<file path="config.mk">
export PLATFORM = sky130hd
export DESIGN_NAME = lnk_walker
export DESIGN_NICKNAME = d
export VERILOG_FILES = /design/src/rtl/lnk_walker.sv
export SDC_FILE = /design/constraint.sdc
export NUM_CORES = 1
export LEC_CHECK = 0
export CAP_MARGIN = 40
export CORE_MARGIN = 8
export CORE_UTILIZATION = 45
export DETAILED_ROUTE_END_ITERATION = 10
export PLACE_DENSITY = 0.77
export SKIP_CTS_REPAIR_TIMING = 1
export SYNTH_ARGS = -nofsm -noshare
export SYNTH_HDL_FRONTEND = slang
export SYNTH_SLANG_ARGS = --single-unit
</file>
<file path="constraint.sdc">
create_clock -name i_clk -period 2.05 [get_ports i_clk]
set_input_delay 0.205 -clock i_clk [delete_from_list [all_inputs] [get_ports i_clk]]
set_output_delay 0.205 -clock i_clk [all_outputs]
set_load 0.02 [all_outputs]
</file>
<file path="src/rtl/lnk_walker.sv">
// -----------------------------------------------------------------------------
// lnk_walker
// Walks a singly linked list held in a 12-bit addressed, 16-bit wide memory
// and looks for the first node whose data word equals a search key.
//
// Node layout: word N = data, word N+1 = next pointer in bits [11:0]
// (bits [15:12] ignored), pointer 12'h000 = end of list.
//
// Optional feature macro: LNK_WALKER_HOP_LIMIT_EN
//   defined   : search aborts with o_hop_err after MAX_HOPS unmatched nodes
//   undefined : no hop counter, o_hop_err is always 0, MAX_HOPS unused
//
// Ports
//   i_clk          clock, rising edge
//   i_reset        synchronous active-high reset
//   i_start        one-cycle search request, ignored while busy
//   i_head_addr    address of the first node, sampled on an accepted start
//   i_key          search value, sampled on an accepted start
//   o_mem_rd       memory read request
//   o_mem_addr     read address, stable while o_mem_rd=1
//   i_mem_ack      read complete, i_mem_rdata valid in the same cycle
//   i_mem_rdata    read data
//   o_busy         search in progress
//   o_done         one-cycle pulse at the end of a search
//   o_found        last search matched
//   o_result_addr  address of the matching node, else 12'h000
//   o_hop_err      last search aborted on the hop limit
//
// state   | meaning
// IDLE    | waiting for start
// RD_DATA | reading the data word of the current node
// RD_NEXT | reading the next pointer of the current node
// FIN     | one-cycle done pulse, back to IDLE
// -----------------------------------------------------------------------------
module lnk_walker #(
    parameter logic [11:0] MAX_HOPS = 12'd4095
) (
    input  logic        i_clk,
    input  logic        i_reset,
    input  logic        i_start,
    input  logic [11:0] i_head_addr,
    input  logic [15:0] i_key,
    output logic        o_mem_rd,
    output logic [11:0] o_mem_addr,
    input  logic        i_mem_ack,
    input  logic [15:0] i_mem_rdata,
    output logic        o_busy,
    output logic        o_done,
    output logic        o_found,
    output logic [11:0] o_result_addr,
    output logic        o_hop_err
);

    typedef enum logic [1:0] {
        IDLE    = 2'd0,
        RD_DATA = 2'd1,
        RD_NEXT = 2'd2,
        FIN     = 2'd3
    } state_t;

    state_t      r_state;
    logic [15:0] r_key;
    logic [11:0] r_cur_addr;
    logic        r_mem_rd;
    logic [11:0] r_mem_addr;
    logic        r_busy;
    logic        r_done;
    logic        r_found;
    logic [11:0] r_result_addr;
    logic        r_hop_err;

    logic [11:0] w_next_addr;
    logic [11:0] w_next_ptr;
    logic        w_match;
    logic        w_hop_last;

    // pointer word sits right after the data word; 12-bit add wraps FFF -> 000
    assign w_next_addr = r_cur_addr + 12'd1;
    assign w_next_ptr  = i_mem_rdata[11:0];
    assign w_match     = (i_mem_rdata == r_key);

`ifdef LNK_WALKER_HOP_LIMIT_EN
    logic [11:0] r_hop_cnt;

    // counter holds the number of data acks already taken, so the ack that
    // arrives while it equals MAX_HOPS-1 is the last permitted node
    assign w_hop_last = (r_hop_cnt == (MAX_HOPS - 12'd1));

    always_ff @(posedge i_clk) begin
        if (i_reset) begin
            r_hop_cnt <= 12'h000;
        end else if (r_state == IDLE && i_start) begin
            r_hop_cnt <= 12'h000;
        end else if (r_state == RD_DATA && i_mem_ack) begin
            r_hop_cnt <= r_hop_cnt + 12'd1;
        end
    end
`else
    assign w_hop_last = 1'b0;
`endif

    always_ff @(posedge i_clk) begin
        if (i_reset) begin
            r_state       <= IDLE;
            r_key         <= 16'h0000;
            r_cur_addr    <= 12'h000;
            r_mem_rd      <= 1'b0;
            r_mem_addr    <= 12'h000;
            r_busy        <= 1'b0;
            r_done        <= 1'b0;
            r_found       <= 1'b0;
            r_result_addr <= 12'h000;
            r_hop_err     <= 1'b0;
        end else begin
            case (r_state)
                IDLE: begin
                    r_done <= 1'b0;
                    if (i_start) begin
                        r_key         <= i_key;
                        r_cur_addr    <= i_head_addr;
                        r_found       <= 1'b0;
                        r_result_addr <= 12'h000;
                        r_hop_err     <= 1'b0;
                        r_busy        <= 1'b1;
                        if (i_head_addr == 12'h000) begin
                            r_state <= FIN;
                            r_done  <= 1'b1;
                        end else begin
                            r_state    <= RD_DATA;
                            r_mem_rd   <= 1'b1;
                            r_mem_addr <= i_head_addr;
                        end
                    end
                end
                RD_DATA: begin
                    if (i_mem_ack) begin
                        if (w_match) begin
                            r_found       <= 1'b1;
                            r_result_addr <= r_cur_addr;
                            r_state       <= FIN;
                            r_done        <= 1'b1;
                            r_mem_rd      <= 1'b0;
                        end else if (w_hop_last) begin
                            r_hop_err <= 1'b1;
                            r_state   <= FIN;
                            r_done    <= 1'b1;
                            r_mem_rd  <= 1'b0;
                        end else begin
                            r_state    <= RD_NEXT;
                            r_mem_addr <= w_next_addr;
                        end
                    end
                end
                RD_NEXT: begin
                    if (i_mem_ack) begin
                        if (w_next_ptr == 12'h000) begin
                            r_state  <= FIN;
                            r_done   <= 1'b1;
                            r_mem_rd <= 1'b0;
                        end else begin
                            r_cur_addr <= w_next_ptr;
                            r_mem_addr <= w_next_ptr;
                            r_state    <= RD_DATA;
                        end
                    end
                end
                FIN: begin
                    r_done  <= 1'b0;
                    r_busy  <= 1'b0;
                    r_state <= IDLE;
                end
                default: begin
                    r_state <= IDLE;
                end
            endcase
        end
    end

    assign o_mem_rd      = r_mem_rd;
    assign o_mem_addr    = r_mem_addr;
    assign o_busy        = r_busy;
    assign o_done        = r_done;
    assign o_found       = r_found;
    assign o_result_addr = r_result_addr;
    assign o_hop_err     = r_hop_err;

endmodule

</file>
==> summary.md, run 1 <==
| Metric | Value |
|---|---|
| Root buf cell | clkbuf_8 |
| Largest net degree at the start of global routing | 26 |
| First DRT Iteration DRCs | between 200 and 300 |
| Detail Route Antenna Nets | 0 |
| CTS clk-pin slew, worst paths | 0.07 ns |
| Seq. cell area | about 1200 um2 |
| Residual DRC | 0 |
| Slew Limit Fails | 0 |
| EDFF count, synth | 0 |
| HP Class | input pin to flip-flop |
| Cells after Synth | approximately 380 |
| Vias in the first global route | between 3000 and 4000 |
| Setup CP Type | input pin to flip-flop |
| Filler cells | approximately 540 |
| Mux contribution to synthesized area | about a tenth |
| Die Area | just under 10000 um2 |
| GRT Residual Overflow | 0 |
| First-pass GRT wire length | approximately 15 mm |
| Cell Pwr Density | ~900 nW/um2 |
| Async SR Flop Fraction | 0% |
| Synth-to-Final Area Change | 45.6% |
| Gpl congestion | a little under 0.9 |
| N_diodes | 0 |
| Placeable Area | around 6800 um2 |
| CP max FO | 5 |
| Status | complete, but fails checks |
| Total vias in the final route | roughly 3200 |
| Post-Syn Area | about 3100 um2 |
| CP Launch Type | input pin |
| Setup Skew | ~0.010 ns |
| Adder-Cell Fraction of Synth Area | 2.39% |
| R2R Path Start | r_state[0] |
| Die height | 99.5 um |
| Cells on worst reg2reg path | 9 |
| Die Wd | roughly 100 um |
| Starting Density | a little under half |
| HPWL after detailed placement | 7.10 mm |
| Lkg Pwr | 1.91 nW |
| Fin nets | between 500 and 600 |
| Post-synthesis compound-gate area fraction | roughly 17% |
| Hold path depth | 4 |
| All-Layer GR Usage | approximately a fifth |
| Share of layout cells above drive strength 1 | 17.5% |
| Sequential fraction of the synthesis area | between 30% and 40% |
| Vias per cell | about 5.5 |
| Max Fclk | 472 MHz |
| Reg2Reg Setup Slack | roughly 0.01 ns |
| Sum of negative setup slack | -0.112 ns |
| Worst hold path endpoint | r_cur_addr[0] |
| CTS Buf Count | 9 |
| Setup Viol. Count Final | 6 |
| Final period util | 103% |
| Worst Path Arrival | roughly 2.4 ns |
| Most frequent cells in the layout | nand2_1 (99), clkdlybuf4s50_1 (72), dfxtp_1 (56), buf_4 (45), mux2i_1 (26) |
| Setup WS post-layout | -0.0689 ns |
| Net Count, Synth | between 400 and 500 |
| Failing checks | setup timing |
| Final core occ | a little under 70% |
| R2r endpoint | o_mem_addr[1] |
| Flops & latches, synth | 58 |
| Startpoint of the lowest-slack hold path | i_mem_rdata[0] |
| Final Routed Wirelength | 9.61 mm |
| Initial antenna violation count | 0 |
| Avg WL per Cell | between 15 and 20 um |
| CTS H-Tree Depth | 3 |
| Main synth FF type | dfxtp_1 |
| Fin. Hold Viols | 0 |
| Main combinational cell family by area after synthesis | simple AND/OR/NAND/NOR gates |
| Synth warnings | 0 |
| Row count | 30 |
| Hold WS | 0.365 ns |
| PortBufs | 75 |
| CTS tree | built |
| Syn Area/Cell | roughly 8 um2 |
| Max-slew headroom | 56.9% |
| Crit path capture type | flip-flop |
| Least-Margin Pin Slew | approximately 0.64 ns |
| Worst skew pair latency | 0.33 ns |
| First-pass DRT Iterations | 5 |
| Max VDD drop | roughly 560 uV |
| Clock Sinks | a little under 60 |
| IO Count | just under 80 |
| Synth cell types | 53 |
| Max cap viols | 0 |
| Clk buf depth | 2 |
| Minimum clock period | between 2 and 2.5 ns |
| Synth Area in Simple Gates | about a quarter |
| Multi-input gate area | about 1900 um2 |
| Required time worst endpoint | about 2.3 ns |
| Post-synthesis xor/xnor area fraction | under 10% |
| Commonest non-fill, non-tap cell in the layout | nand2_1 |
-- synth_stat cells (all sizes together), types with 2 or more instances --
cell type / instances / area, um2
nand2: 99 / 372
dfxtp: 58 / 1160
mux2i: 26 / 260
nor2: 26 / 97.6
a21oi: 22 / 110
clkbuf: 19 / 71.3
xor2: 16 / 140
nor4: 11 / 109
a311oi: 9 / 78.8
buf: 7 / 65.1
inv: 7 / 26.3
o21ai: 7 / 38.8
ha: 6 / 75.1
o211ai: 6 / 45.0
a211oi: 5 / 37.5
a311o: 5 / 50.1
nand3: 4 / 20.0
or4: 4 / 33.8
xnor2: 4 / 35.0
mux2: 3 / 33.8
nand2b: 3 / 18.8
nand4: 3 / 25.0
nor2b: 3 / 18.8
nor3: 3 / 15.0
o21a: 3 / 22.5
a211o: 2 / 17.5
a22oi: 2 / 15.0
clkinv: 2 / 7.51
o31ai: 2 / 15.0
or3: 2 / 12.5
-- metrics by stage --
step           total power, mW  worst slack (ns)  cell area (um2)  instances
5_1_grt                   4.34            -0.134             4570        576
4_1_cts                   4.03          -0.00345             4440        572
2_1_floorplan             2.33            0.0174             3140        383
3_5_place_dp              2.97            -0.329             4250        558
3_3_place_gp              2.94            -0.267             4250        558
6_report                  4.13           -0.0689             4570        576
-- cell families (layout without fill, tap and decap cells) --
family / count (synthesis) / in the layout
AO/OA/AOI/OAI: 74 / 74
XOR/XNOR: 20 / 20
adder cells (fa/ha/maj): 6 / 6
buffers and inverters: 35 / 148
flip-flops: 58 / 58
multiplexers: 29 / 29
other: 1 / 1
AND/OR/NAND/NOR: 160 / 160
-- critical path: stages --
cell	delay (ns)
clkdlybuf4s50_1	0.49
or4_4	0.45
buf_4	0.16
nor4_4	0.25
buf_4	0.19
a2111oi_4	0.06
o21ai_4	0.14
clkbuf_16	0.21
mux2i_1	0.21
-- layout make-up --
cell class / count / share of cell area [%]
repair buffers: 125 / 26.3
well taps: 80 / 2.19
inverters: 9 / 0.821
flip-flops and latches: 58 / 25.5
multi-input cells: 290 / 41.0
clock inverters: 2 / 0.821
clock buffers: 12 / 3.40
-- routing by layer --
metal	track usage (%)	vias up	wire length, um
met5	0	-	0
met4	9.66	0	319
met3	5.17	27	695
met2	29.2	138	4410
met1	23.7	1454	4180
li1	-	1550	-
-- power breakdown --
group / switching, mW / internal, mW
registers: 0.165 / 1.31
clock network: 0.437 / 0.615
logic: 0.826 / 0.777
total: 1.43 / 2.70
-- flip-flops by register name, summed over array words and instances (netlist names) --
signal	count
o_mem_addr	12
o_done	1
o_mem_rd	1
r_state	2
o_found	1
r_key	16
o_busy	1
r_cur_addr	12
o_result_addr	12
-- worst max-delay path by stage --
stage	start	endpoint	slack [ns]
after global routing	i_mem_rdata[6]	o_mem_addr[1]	-0.13
final	i_mem_rdata[6]	o_mem_addr[1]	-0.07
after CTS	i_mem_rdata[8]	o_mem_rd	-0.003
after floorplan	r_state[0]	o_mem_addr[10]	0.02
after global placement	i_mem_rdata[8]	o_mem_rd	-0.27
after detailed placement	i_mem_rdata[8]	o_mem_rd	-0.33
Power figures use the tool's default switching activity.
==> run 2: changes to the inputs <==
- SETUP_SLACK_MARGIN: unset -> 0.1
==> run 2 against run 1 <==
  * Clock power grew 12%
  * Clock skew shrank 0.0032 ns
  * Via count grew 3.2%
  * The flow now finishes without violations
==> summary.md, run 2 (synthesized netlist as in run 1, its figures left out) <==
| Metric | Value |
|---|---|
| Status | finished clean |
| CTS H-Tree Depth | 3 |
| Die Wd | between 90 and 100 um |
| Sum of negative setup slack | 0 ns |
| Filler cells | ~500 |
| Final period util | a little over nine tenths |
| First DRT Iteration DRCs | about 280 |
| Root buf cell | clkbuf_8 |
| First-pass GRT wire length | around 15 mm |
| CTS tree | built |
| Met3 GRT Util | 5.17% |
| CP Launch Type | flip-flop |
| Top reg by flops | r_key |
| Lkg Pwr | approximately 2 nW |
| Met1 global-route usage | between 20% and 30% |
| IO Count | 77 |
| Required time worst endpoint | around 2.3 ns |
| All-Layer GR Usage | between 10% and 20% |
| Clk buf depth | 2 |
| Avg WL per Cell | ~18 um |
| Vias in the first global route | 3190 |
| Die height | roughly 100 um |
| Finished Cell Area | about 4700 um2 |
| First-pass DRT Iterations | 5 |
| Row count | 30 |
| Setup CP Type | flip-flop to flip-flop |
| Largest net degree at the start of global routing | 30 |
| Die Area | between 9000 and 10000 um2 |
| Post-placement cell area | between 4000 and 5000 um2 |
| Synth-to-Final Area Change | 50.1% |
| Slew Limit Fails | 0 |
| HPWL after detailed placement | ~7 mm |
| Starting Density | a little under half |
| Max Fclk | approximately 510 MHz |
| Crit path capture type | flip-flop |
| PortBufs | 75 |
| Worst Path Arrival | between 2 and 2.5 ns |
| CTS Buf Count | 9 |
| Met2 usage in global routing | 31.8% |
| Placeable Area | approximately 6800 um2 |
| Gr busiest metal | met2 |
| Final core occ | a little over two thirds |
| HP Class | input pin to flip-flop |
| GRT Residual Overflow | 0 |
| Total vias in the final route | between 3000 and 4000 |
| Max reg flops | 16 |
| Cell Pwr Density | just over 900 nW/um2 |
| Residual DRC | 0 |
| Max cap viols | 0 |
| CTS clk-pin slew, worst paths | ~0.070 ns |
| Commonest non-fill, non-tap cell in the layout | nand2_1 |
| Fin nets | 549 |
| Setup Skew | just over 0.007 ns |
| Vias per cell | about 5.6 |
| Minimum clock period | between 1.5 and 2 ns |
| Initial antenna violation count | 0 |
| CP max FO | 18 |
| Place WS | -0.324 ns |
| Detail Route Antenna Nets | 0 |
| N_diodes | 0 |
| Fin. Hold Viols | 0 |
| Clock Sinks | 58 |
| Worst skew pair latency | ~0.35 ns |
| RSZ-0062 raised after global routing | true |
| Max VDD drop | about 640 uV |
| Share of layout cells above drive strength 1 | a little over a fifth |
| Final Routed Wirelength | approximately 10 mm |
| Setup Viol. Count Final | 0 |
| Gpl congestion | 0.887 |
| Setup WS post-layout | 0.107 ns |
| Most frequent cells in the layout | nand2_1 (99), clkdlybuf4s50_1 (64), dfxtp_1 (53), buf_4 (44), mux2i_1 (26) |
run 2: changes by cell type in the layout (fill, tap and decap cells not counted), moves of 3 or more:
cell / delta
dfxtp_2: +3
buf_6: +3
a311oi_1: -8
a311oi_2: +8
dfxtp_1: -3
nor2_2: +3
clkdlybuf4s50_1: -8
dlymetal6s2s_1: +8
nor2_1: -3
run 2: report_power, final:
group,internal [mW],total (mW),switching [mW]
logic,0.849,1.73,0.884
registers,1.31,1.49,0.171
clock network,0.708,1.18,0.468
run 2: final timing paths:
| path | from | end | slack [ns] | cells after the start |
|---|---|---|---|---|
| worst max-delay path | r_state[0] | r_cur_addr[8] | 0.11 | 10 |
| worst min-delay path | i_mem_rdata[5] | r_cur_addr[5] | 0.33 | 3 |
| worst max register to register | r_state[0] | r_cur_addr[8] | 0.11 | 10 |
| worst min register to register | o_result_addr[10] | o_result_addr[10] | 0.46 | 2 |
run 2: through the flow:
| step | total power, mW | instances | hold slack, ns |
|---|---|---|---|
| 2_1_floorplan | 2.35 | 383 | 0.341 |
| 3_3_place_gp | 2.97 | 557 | 0.444 |
| 3_5_place_dp | 2.99 | 557 | 0.453 |
| 4_1_cts | 4.16 | 572 | 0.400 |
| 5_1_grt | 4.59 | 579 | 0.343 |
| 6_report | 4.39 | 579 | 0.327 |
run 2: worst max-delay path, stage by stage (launching register included):
cell      delay [ns]
dfxtp_2         0.37
inv_2           0.07
ha_2            0.21
buf_4           0.21
nand2b_1        0.14
o211ai_1        0.12
nor2_2          0.12
buf_4           0.15
buf_12          0.15
nor2_1          0.06
a311oi_2        0.25
run 2: layout make-up:
type                    instances  area, um2  share of cell area [%]
clock inverters                 5       78.8                    1.67
clock buffers                  10        138                    2.92
flip-flops and latches         58       1170                    24.8
well taps                      80        100                    2.12
multi-input cells             290       1940                    41.2
repair buffers                127       1250                    26.6
inverters                       9       33.8                   0.717
run 2: routing by layer:
| layer | up-vias | wire [um] |
|---|---|---|
| met5 | - | 0 |
| met4 | 0 | 257 |
| met3 | 27 | 714 |
| met2 | 142 | 4960 |
| met1 | 1537 | 4200 |
| li1 | 1563 | - |
